==> src/rtl/fetch_defs.sv <==
// Shared definitions for the instruction fetch unit: FSM encoding, fetch constants
// and the prefetch queue entry layout.
package fetch_defs;

   typedef enum logic [1:0] {
      ST_BOOT = 2'd0,
      ST_RUN  = 2'd1,
      ST_HALT = 2'd2
   } fetch_state_t;

   localparam logic [31:0] PC_STEP   = 32'd4;
   localparam logic [31:0] HALT_WORD = 32'h0000_0000;

   typedef struct packed {
      logic [31:0] pc;
      logic [31:0] instr;
   } fetch_entry_t;

   // Instructions are word aligned; redirect targets drop their low two bits.
   function automatic logic [31:0] align_pc(input logic [31:0] addr);
      return addr & ~32'h0000_0003;
   endfunction

endpackage

==> src/rtl/fetch_queue.sv <==
// Prefetch FIFO: ring buffer feeding a registered head slot. count covers both the
// buffered entries and the head, so full/empty describe the whole queue.
module fetch_queue
   import fetch_defs::*;
#(
   parameter int DEPTH = 2
) (
   input  logic                   clock,
   input  logic                   reset,
   input  logic                   push,
   input  fetch_entry_t           push_data,
   input  logic                   pop,
   input  logic                   flush,
   output logic                   full,
   output logic                   empty,
   output logic [$clog2(DEPTH):0] count,
   output logic                   head_valid,
   output fetch_entry_t           head_data
);

   localparam int PW = $clog2(DEPTH);

   fetch_entry_t    mem [DEPTH];
   logic [PW-1:0]   wr_ptr;
   logic [PW-1:0]   rd_ptr;
   logic [PW:0]     mem_count;
   logic            head_valid_q;
   fetch_entry_t    head_q;

   logic            push_acc;
   logic            pop_acc;
   logic            load;

   assign count      = mem_count + {{PW{1'b0}}, head_valid_q};
   assign full       = (count == (PW + 1)'(DEPTH));
   assign empty      = (count == '0);
   assign head_valid = head_valid_q;
   assign head_data  = head_q;

   assign push_acc = push && !full && !flush;
   assign pop_acc  = pop && head_valid_q && !flush;
   // Refill the head only from entries already buffered, never from this cycle's push.
   assign load     = (!head_valid_q || pop_acc) && (mem_count != '0) && !flush;

   // NOTE: sequential state is updated with non-blocking assignments only, so every
   // register here sees the pre-edge values of the others regardless of statement order.
   always_ff @(posedge clock) begin
      if (reset) begin
         wr_ptr       <= '0;
         rd_ptr       <= '0;
         mem_count    <= '0;
         head_valid_q <= 1'b0;
         head_q       <= '0;
      end else if (flush) begin
         wr_ptr       <= '0;
         rd_ptr       <= '0;
         mem_count    <= '0;
         head_valid_q <= 1'b0;
      end else begin
         if (push_acc) wr_ptr <= wr_ptr + 1'b1;
         if (load) begin
            rd_ptr <= rd_ptr + 1'b1;
            head_q <= mem[rd_ptr];
         end
         mem_count <= mem_count + {{PW{1'b0}}, push_acc} - {{PW{1'b0}}, load};
         if (load)         head_valid_q <= 1'b1;
         else if (pop_acc) head_valid_q <= 1'b0;
      end
   end

   // NOTE: the storage array is deliberately not reset; the pointers and counts define
   // which slots are live, so stale contents are never observed.
   always_ff @(posedge clock) begin
      if (push_acc) mem[wr_ptr] <= push_data;
   end

endmodule

==> src/rtl/instr_fetch_unit.sv <==
// PC register, fetch FSM and ROM control in front of the prefetch queue.
// Optional FETCH_STATS_EN adds a fetch_count output counting pushed instructions.
module instr_fetch_unit
   import fetch_defs::*;
#(
   parameter logic [31:0] RESET_PC    = 32'h0000_0000,
   parameter int          QUEUE_DEPTH = 2
) (
   input  logic        clock,
   input  logic        reset,
   output logic [31:0] rom_address,
   output logic        rom_chip_select,
   output logic        rom_output_enable,
   input  logic [63:0] rom_data,
   output logic        instr_valid,
   output logic [31:0] instr,
   output logic [31:0] instr_pc,
   input  logic        instr_ready,
   input  logic        redirect_valid,
   input  logic [31:0] redirect_pc,
   output logic        halted
`ifdef FETCH_STATS_EN
   ,
   output logic [31:0] fetch_count
`endif
);

   fetch_state_t state_q, state_d;
   logic [31:0]  pc_q, pc_d;

   logic         fetch;
   logic         zero_word;
   logic         push;
   logic         queue_full;
   logic         queue_empty;
   logic [$clog2(QUEUE_DEPTH):0] queue_count;
   logic         head_valid;
   fetch_entry_t head_data;
   fetch_entry_t push_data;

   // The ROM upper half and the spare queue status flags are intentionally unobserved.
   logic unused_status;
   assign unused_status = ^{rom_data[63:32], queue_empty, queue_count};

   assign fetch     = (state_q == ST_RUN) && !queue_full && !redirect_valid;
   assign zero_word = (rom_data[31:0] == HALT_WORD);
   assign push      = fetch && !zero_word;
   assign push_data = '{pc: pc_q, instr: rom_data[31:0]};

   // NOTE: every signal driven here gets its default first, so no path can leave one
   // unassigned and infer a latch.
   always_comb begin
      state_d = state_q;
      pc_d    = pc_q;
      case (state_q)
         ST_BOOT: state_d = ST_RUN;
         ST_RUN:  if (fetch && zero_word) state_d = ST_HALT;
         ST_HALT: state_d = ST_HALT;
         default: state_d = ST_BOOT;
      endcase
      if (push) pc_d = pc_q + PC_STEP;
      // Redirect overrides halt, push and the normal PC advance.
      if (redirect_valid) begin
         state_d = ST_RUN;
         pc_d    = align_pc(redirect_pc);
      end
   end

   always_ff @(posedge clock) begin
      if (reset) begin
         state_q <= ST_BOOT;
         pc_q    <= RESET_PC;
      end else begin
         state_q <= state_d;
         pc_q    <= pc_d;
      end
   end

   fetch_queue #(
      .DEPTH (QUEUE_DEPTH)
   ) u_queue (
      .clock      (clock),
      .reset      (reset),
      .push       (push),
      .push_data  (push_data),
      .pop        (instr_ready),
      .flush      (redirect_valid),
      .full       (queue_full),
      .empty      (queue_empty),
      .count      (queue_count),
      .head_valid (head_valid),
      .head_data  (head_data)
   );

   assign rom_address       = pc_q;
   assign rom_chip_select   = fetch;
   assign rom_output_enable = fetch;
   assign instr_valid       = head_valid;
   assign instr             = head_data.instr;
   assign instr_pc          = head_data.pc;
   assign halted            = (state_q == ST_HALT);

`ifdef FETCH_STATS_EN
   logic [31:0] fetch_count_q;

   always_ff @(posedge clock) begin
      if (reset)     fetch_count_q <= '0;
      else if (push) fetch_count_q <= fetch_count_q + 32'd1;
   end

   assign fetch_count = fetch_count_q;
`endif

endmodule

==> config.mk <==
export PLATFORM = sky130hd
export DESIGN_NAME = instr_fetch_unit
export DESIGN_NICKNAME = d
export VERILOG_FILES = /design/src/rtl/fetch_defs.sv /design/src/rtl/fetch_queue.sv /design/src/rtl/instr_fetch_unit.sv
export SDC_FILE = /design/constraint.sdc
export NUM_CORES = 1
export LEC_CHECK = 0
export ABC_AREA = 1
export CAP_MARGIN = 15
export CELL_PAD_IN_SITES_DETAIL_PLACEMENT = 0
export CELL_PAD_IN_SITES_GLOBAL_PLACEMENT = 1
export CORE_MARGIN = 10
export CORE_UTILIZATION = 36
export CTS_BUF_LIST = sky130_fd_sc_hd__clkbuf_8
export DETAILED_ROUTE_END_ITERATION = 8
export GPL_TIMING_DRIVEN = 0
export HOLD_SLACK_MARGIN = 0.08
export PLACE_DENSITY_LB_ADDON = 0.2
export SETUP_SLACK_MARGIN = 0.02
export SLEW_MARGIN = 30
export SYNTH_ARGS = -nofsm -noshare
export SYNTH_HDL_FRONTEND = slang
export SYNTH_SLANG_ARGS = --single-unit
==> constraint.sdc <==
create_clock -name clock -period 4.47 [get_ports clock]
set_clock_uncertainty 0.05 [all_clocks]
set_input_delay 0.894 -clock clock [delete_from_list [all_inputs] [get_ports clock]]
set_output_delay 0.894 -clock clock [all_outputs]
set_load 0.03 [all_outputs]
Yosys cells after proc, flatten, opt, wreduce, memory -nomap -nowiden
Memories as Yosys holds them, arrays and structs flattened. A register that Yosys moved wholly into a read port is not among the register bits.
Cells that the tools add are included.
{"block": "word_totals", "n_memories": 1, "regBits": 39, "elab_cells": 52, "inputBits": 100, "ramBits": 128}
{"memory": "u_queue.mem", "words": 2, "width": 64, "rd": 1, "rd_ports_with_merged_regs": 1, "write_ports": 1, "line_no": "fetch_queue.sv:23", "text": "fetch_entry_t mem [DEPTH];"}
{"block": "classes", "n_reduce_logical": 22, "addsub": 6, "bitwise": 1, "muxes": 9, "eq_ne": 5}
{"op": "$mux 32", "n": 2}
{"op": "$add 32x3->32 const B", "n": 1}
{"op": "$logic_not 32->1", "n": 1}
{"op": "$logic_and 1x1->1", "n": 10}
{"op": "$pmux 2 s3", "n": 1}
{"op": "$reduce_bool 2->1", "n": 3}
{"op": "$mux 1", "n": 5}
{"op": "$add 2x1->2", "n": 2}
{"op": "$eq 2x2->1 const B", "n": 2}
{"op": "$logic_not 1->1", "n": 4}
{"op": "$ne 3x2->1 const B", "n": 1}
{"op": "$add 1x1->1 const B", "n": 2}
{"op": "$eq 2x1->1 const B", "n": 1}
{"op": "$logic_not 2->1", "n": 1}
{"op": "$mux 2", "n": 1}
{"op": "$ne 2x1->1 const B", "n": 1}
{"op": "$reduce_and 2->1", "n": 1}
{"op": "$reduce_or 2->1", "n": 1}
{"op": "$sub 2x1->2", "n": 1}
{"op": "$logic_or 1x1->1", "n": 1}
{"op": "$not 1->1", "n": 1}

Logic depth before layout (Yosys ltp)
{"block": "logic_depth", "word_depth": 10, "ltp_mapped": 12, "ltp_nobuf": 12}

By module
From an unflattened synthesis, not the netlist that was laid out.
{"block": "unflattened", "hier_cells": 1229, "area_unflattened_um2": 10162.2}
{"mod": "fetch_queue", "area_each_um2": 7571.0, "cells_per_inst": 788, "seq_area_each_um2": 5225.0, "instances": 1}
{"mod": "instr_fetch_unit", "area_each_um2": 2591.2, "cells_per_inst": 441, "seq_area_each_um2": 640.6, "instances": 1}

Worst setup path before layout
Ideal clock, no wire load.
{"block": "synth_timing", "path_type": "input port to flip-flop", "from": "input port redirect_valid", "to": "memory u_queue.mem[0][0] (netlist bit) (enable)", "setup_slack_ns": -0.240, "stages": 6, "arrival_ns": 4.177, "t_required_ns": 3.937, "path_cell_list": "nor2_1 nand2_1 inv_2 o21ai_4 buf_6 nor2_1"}
{"block": "synth_between", "elab_chain_len": 7}
{"item": "from (decl)", "line_no": "instr_fetch_unit.sv:19", "text": "input logic redirect_valid,"}
{"item": "$logic_not 1->1", "line_no": "instr_fetch_unit.sv:45", "text": "assign fetch = (state_q == ST_RUN) && !queue_full && !redirect_valid;"}
{"item": "$logic_and 1x1->1", "line_no": "instr_fetch_unit.sv:45"}
{"item": "via rom_chip_select", "line_no": "instr_fetch_unit.sv:12", "text": "output logic rom_chip_select,"}
{"item": "$logic_and 1x1->1", "line_no": "instr_fetch_unit.sv:47", "text": "assign push = fetch && !zero_word;"}
{"item": "$logic_and 1x1->1 (2 in series)", "line_no": "fetch_queue.sv:40", "text": "assign push_acc = push && !full && !flush;"}
{"item": "$mux 1", "line_no": "fetch_queue.sv:74", "text": "if (push_acc) mem[wr_ptr] <= push_data;"}
{"item": "$mux 1 (implied by the code)", "line_no": "fetch_queue.sv:74"}
{"item": "to (decl)", "line_no": "fetch_queue.sv:23"}
The timed path passes the listed nets, and every way through them passes these cells.

Worst setup path after layout
{"block": "layout_timing", "from": "input port redirect_valid", "to": "output port rom_output_enable"}
{"block": "layout_between", "elab_chain_len": 2}
{"item": "$logic_not 1->1", "line_no": "instr_fetch_unit.sv:45"}
{"item": "$logic_and 1x1->1", "line_no": "instr_fetch_unit.sv:45"}
{"item": "to (decl)", "line_no": "instr_fetch_unit.sv:13", "text": "output logic rom_output_enable,"}
No other way between the ends.

==> results.rst <==
.. list-table::
   :header-rows: 1

   * - Metric
     - Value
   * - Least setup slack across all paths after layout
     - between 900 and 1000 ps
   * - Top post-synthesis cells by area
     - sky130_fd_sc_hd__edfxtp_1, sky130_fd_sc_hd__dfxtp_1, sky130_fd_sc_hd__nand2_1
   * - Remaining DRCs
     - 0
   * - Layout cell share with drive strength beyond 1
     - 0.1005
   * - CTS H-tree depth
     - 2
   * - Clk Tree Root Cell
     - sky130_fd_sc_hd__clkbuf_8
   * - Antenna violation net count after detailed routing
     - 0
   * - Per-instance average area after synthesis
     - ~9.5 um2
   * - Unrepaired setup endpoints after global routing
     - false
   * - Number of violations reported at the end of detailed-routing iteration 0
     - 397
   * - Vertical extent of the die
     - 180.0 um
   * - Area added between synthesis and finish
     - 32.56%
   * - Clock buffers created by TritonCTS
     - 40
   * - Combinational share of power
     - 0.112
   * - Max incr delay on CP
     - 660 ps
   * - Max Freq
     - roughly 280 MHz
   * - Total of warnings raised by yosys
     - 0
   * - Placed Instances
     - between 1,000 and 1,500
   * - Fill count
     - between 2,000 and 2,500
   * - Startpoint of the lowest-slack register-to-register path
     - state_q[1]
   * - Min-Delay Startpoint
     - state_q[0]
   * - Routability congestion estimate from global placement
     - between 0.8 and 0.9
   * - Number of gates given a new drive strength after cts
     - 0
   * - Clock latency at the later pin of the worst-skew pair
     - around 540 ps
   * - Crit path from
     - redirect_valid
   * - Netlist area before placement
     - roughly 0.009 mm2
   * - Share of synthesized area occupied by flip-flops and latches
     - 0.6195
   * - Unique masters post-synth
     - 32
   * - IO Port Bufs
     - 160
   * - TritonCTS sink count
     - 223
   * - Starting Density
     - 0.3657
   * - CTS tree
     - built
   * - Share of the core filled with cells in the final layout
     - 0.4848
   * - Setup bufs post-CTS
     - 0
   * - Overall track demand over capacity in global routing
     - 0.1612
   * - Peak ir drop on the vdd network
     - roughly 160 uV
   * - Final wirelength
     - approximately 27,000 um
   * - Reported net switching power
     - about 1.2 mW
   * - Row Count
     - 58
   * - Data required time of the critical path
     - 3530 ps
   * - Share of Yosys cell area claimed by the top area cell type
     - 0.4043
   * - Vias
     - around 7,300
   * - Synthesized netlist cell count
     - 970
   * - Placed wire-length estimate
     - roughly 20,000 um
   * - WL per Instance
     - roughly 18 um
   * - Number of nets in the finished design
     - 1,289
   * - Flip-flop and latch count after synthesis
     - approximately 220
   * - Global-route wire length before repair
     - 41,410 um
   * - Final number of max-transition violations
     - 0
   * - Initial antenna violation count
     - 0
   * - Max_slew headroom
     - 0.5850
   * - Kind of capture point of the worst setup path
     - output port
   * - EDFF count, synth
     - between 100 and 150
   * - Detailed Routing Iterations Pass 1
     - 4
   * - Sequential share of power
     - 0.494
   * - Worst setup SP type
     - input pin
   * - Antenna diode count
     - 0
   * - Post-Place Setup Slack
     - 902.6 ps
   * - # IOs
     - 200
   * - Post-synth ARST share
     - 0
   * - Count of placed standard cells in the final layout, fillers left out
     - between 1,500 and 2,000
   * - Ordered list of cells on the worst path
     - clkdlybuf4s50_1, nor2_1, nand2_1, inv_2, buf_4, clkdlybuf4s50_1
   * - Via count of the first global-routing pass
     - between 7,000 and 8,000
   * - Post-route fraction of the period consumed by the critical path
     - 0.7938
   * - Outcome
     - completed
   * - P_int
     - ~3.5 mW
   * - Final Hold Viols
     - 0
   * - DIE WIDTH
     - between 150 and 200 um
   * - Die ar.
     - ~0.032 mm2
   * - Top flip-flop cell by instance count after synthesis
     - sky130_fd_sc_hd__edfxtp_1
   * - Max-cap viol count
     - 0
   * - Share of power burned in the clock network
     - 0.394
   * - Number of buffers between clock root and the deepest sink
     - 3
   * - Startpoint-to-endpoint class of the critical path
     - input pin to output port
   * - Slew of the pin with the lowest slew margin
     - ~620 ps
   * - Clock-pin transition on the worst setup and hold timing paths
     - around 60 ps
   * - Cts hold-fix bufs
     - 0
   * - Largest area contributor in the synthesized netlist
     - sky130_fd_sc_hd__edfxtp_1
   * - CORE AREA
     - between 0.02 and 0.03 mm2
   * - Top fanout value on the critical path
     - 4
   * - Ratio of total power to cell area
     - 385.3 mW/mm2
   * - Gr ovfl total
     - 0
   * - Most prevalent standard cell on the critical path
     - sky130_fd_sc_hd__clkdlybuf4s50_1
   * - Critical path data arrival time
     - around 2600 ps
   * - Final setup violation count
     - 0
   * - Vias per cell
     - ~4.8
   * - Largest net degree at the start of global routing
     - 21
   * - Static leakage power
     - between 4 and 5 nW
   * - Final period demand of the worst path
     - between 3000 and 4000 ps
   * - Worst hold path class
     - flip-flop to flip-flop
   * - Switching part of the total
     - 0.2611
   * - Cell with the largest stage delay on the worst path
     - sky130_fd_sc_hd__clkdlybuf4s50_1
[worst max-delay path, delay by kind of cell]
family / cells / cell delay [ps]
buf+inv: 4 / 1400
simple gates: 2 / 310
[Yosys cell counts (4+ instances only)]
| cell | count |
|---|---|
| sky130_fd_sc_hd__buf_6 | 5 |
| sky130_fd_sc_hd__o21ai_0 | 52 |
| sky130_fd_sc_hd__nand3b_1 | 13 |
| sky130_fd_sc_hd__a21oi_1 | 20 |
| sky130_fd_sc_hd__clkbuf_1 | 25 |
| sky130_fd_sc_hd__nand2_2 | 4 |
| sky130_fd_sc_hd__xnor2_1 | 4 |
| sky130_fd_sc_hd__xor2_1 | 4 |
| sky130_fd_sc_hd__inv_2 | 7 |
| sky130_fd_sc_hd__o21bai_1 | 6 |
| sky130_fd_sc_hd__o21ai_1 | 20 |
| sky130_fd_sc_hd__nand2_1 | 317 |
| sky130_fd_sc_hd__nand3_1 | 53 |
| sky130_fd_sc_hd__inv_1 | 27 |
| sky130_fd_sc_hd__buf_4 | 5 |
| sky130_fd_sc_hd__a31oi_1 | 62 |
| sky130_fd_sc_hd__nor2_2 | 9 |
| sky130_fd_sc_hd__dfxtp_1 | 99 |
| sky130_fd_sc_hd__ha_1 | 7 |
| sky130_fd_sc_hd__nor2_1 | 74 |
| sky130_fd_sc_hd__buf_2 | 19 |
| sky130_fd_sc_hd__edfxtp_1 | 124 |
[area by class of cell]
cell class / instances / area, um2 / share of cell area
Sequential cell: 223 / 5705 / 0.4673
Multi-Input combinational cell: 662 / 3120 / 0.2556
Timing Repair Buffer: 167 / 1782 / 0.1459
Clock buffer: 42 / 578.1 / 0.04735
Tap cell: 330 / 412.9 / 0.03382
Buffer: 54 / 282.8 / 0.02316
Clock inverter: 32 / 200.2 / 0.01640
Inverter: 34 / 127.6 / 0.01045
[routing by layer]
metal,global-route usage,share of wire,up-vias
met5,0,0,-
met4,0.06120,0.027,0
met3,0.04639,0.069,47
met2,0.2722,0.47,197
met1,0.1900,0.43,3368
li1,-,-,3735
[power groups by stage]
stage	Sequential [mW]	Combinational, mW	Clock [mW]
after CTS	2.33	0.533	1.91
final	2.32	0.525	1.85
after detailed placement	2.37	0.531	0
after floorplan	2.43	0.196	0
after global routing	2.34	0.573	2.02
after global placement	2.37	0.509	0
[cells in the final DEF (no fill, tap or decap), drive strengths merged]
| master | n |
|---|---|
| o21ai | 73 |
| clkdlybuf4s50 | 160 |
| o211ai | 1 |
| clkinvlp | 2 |
| nand4 | 1 |
| o21bai | 6 |
| edfxtp | 124 |
| dfxtp | 99 |
| ha | 7 |
| xnor2 | 4 |
| or2 | 1 |
| a21oi | 20 |
| buf | 36 |
| conb | 4 |
| nand2 | 324 |
| clkinv | 8 |
| a31oi | 62 |
| nand3 | 55 |
| bufinv | 2 |
| nand3b | 13 |
| nor3 | 2 |
| clkbuf | 67 |
| inv | 54 |
| nor2 | 85 |
| xor2 | 4 |
[flip-flops by register name, summed over array words and instances, names as in the netlist]
register,count
u_queue.mem,124
u_queue.head_data,62
rom_address,30
state_q,2
u_queue.mem_count,2
u_queue.head_valid,1
u_queue.rd_ptr,1
u_queue.wr_ptr,1
[final timing paths]
path,end,slack (ps),cells after the start
max reg2reg,u_queue.mem[0][37],2060,12
max,rom_output_enable,920,6
min,state_q[0],460,2
min reg2reg,state_q[0],460,2
[stage by stage]
step	area (um2)	power (mW)	TNS, ps	hold WS, ps
6_report	12210	4.704	0	456.1
5_1_grt	12210	4.928	0	485.1
4_1_cts	12210	4.774	0	457.7
3_5_place_dp	11430	2.900	0	449.2
3_3_place_gp	11240	2.879	-92960	449.1
2_1_floorplan	9226	2.631	0	427.6
[cell families (layout without fill, tap and decap cells)]
group | after synthesis | count (layout) | synth area share
buf+inv | 88 | 329 | 0.04456
flops | 223 | 223 | 0.6195
xor+xnor | 8 | 8 | 0.007607
other cells | 1 | 4 | 0.0004072
simple gates | 481 | 481 | 0.2189
fa+ha+maj | 7 | 7 | 0.009509
compound gates | 162 | 162 | 0.09958
Power figures use the tool's default switching activity.
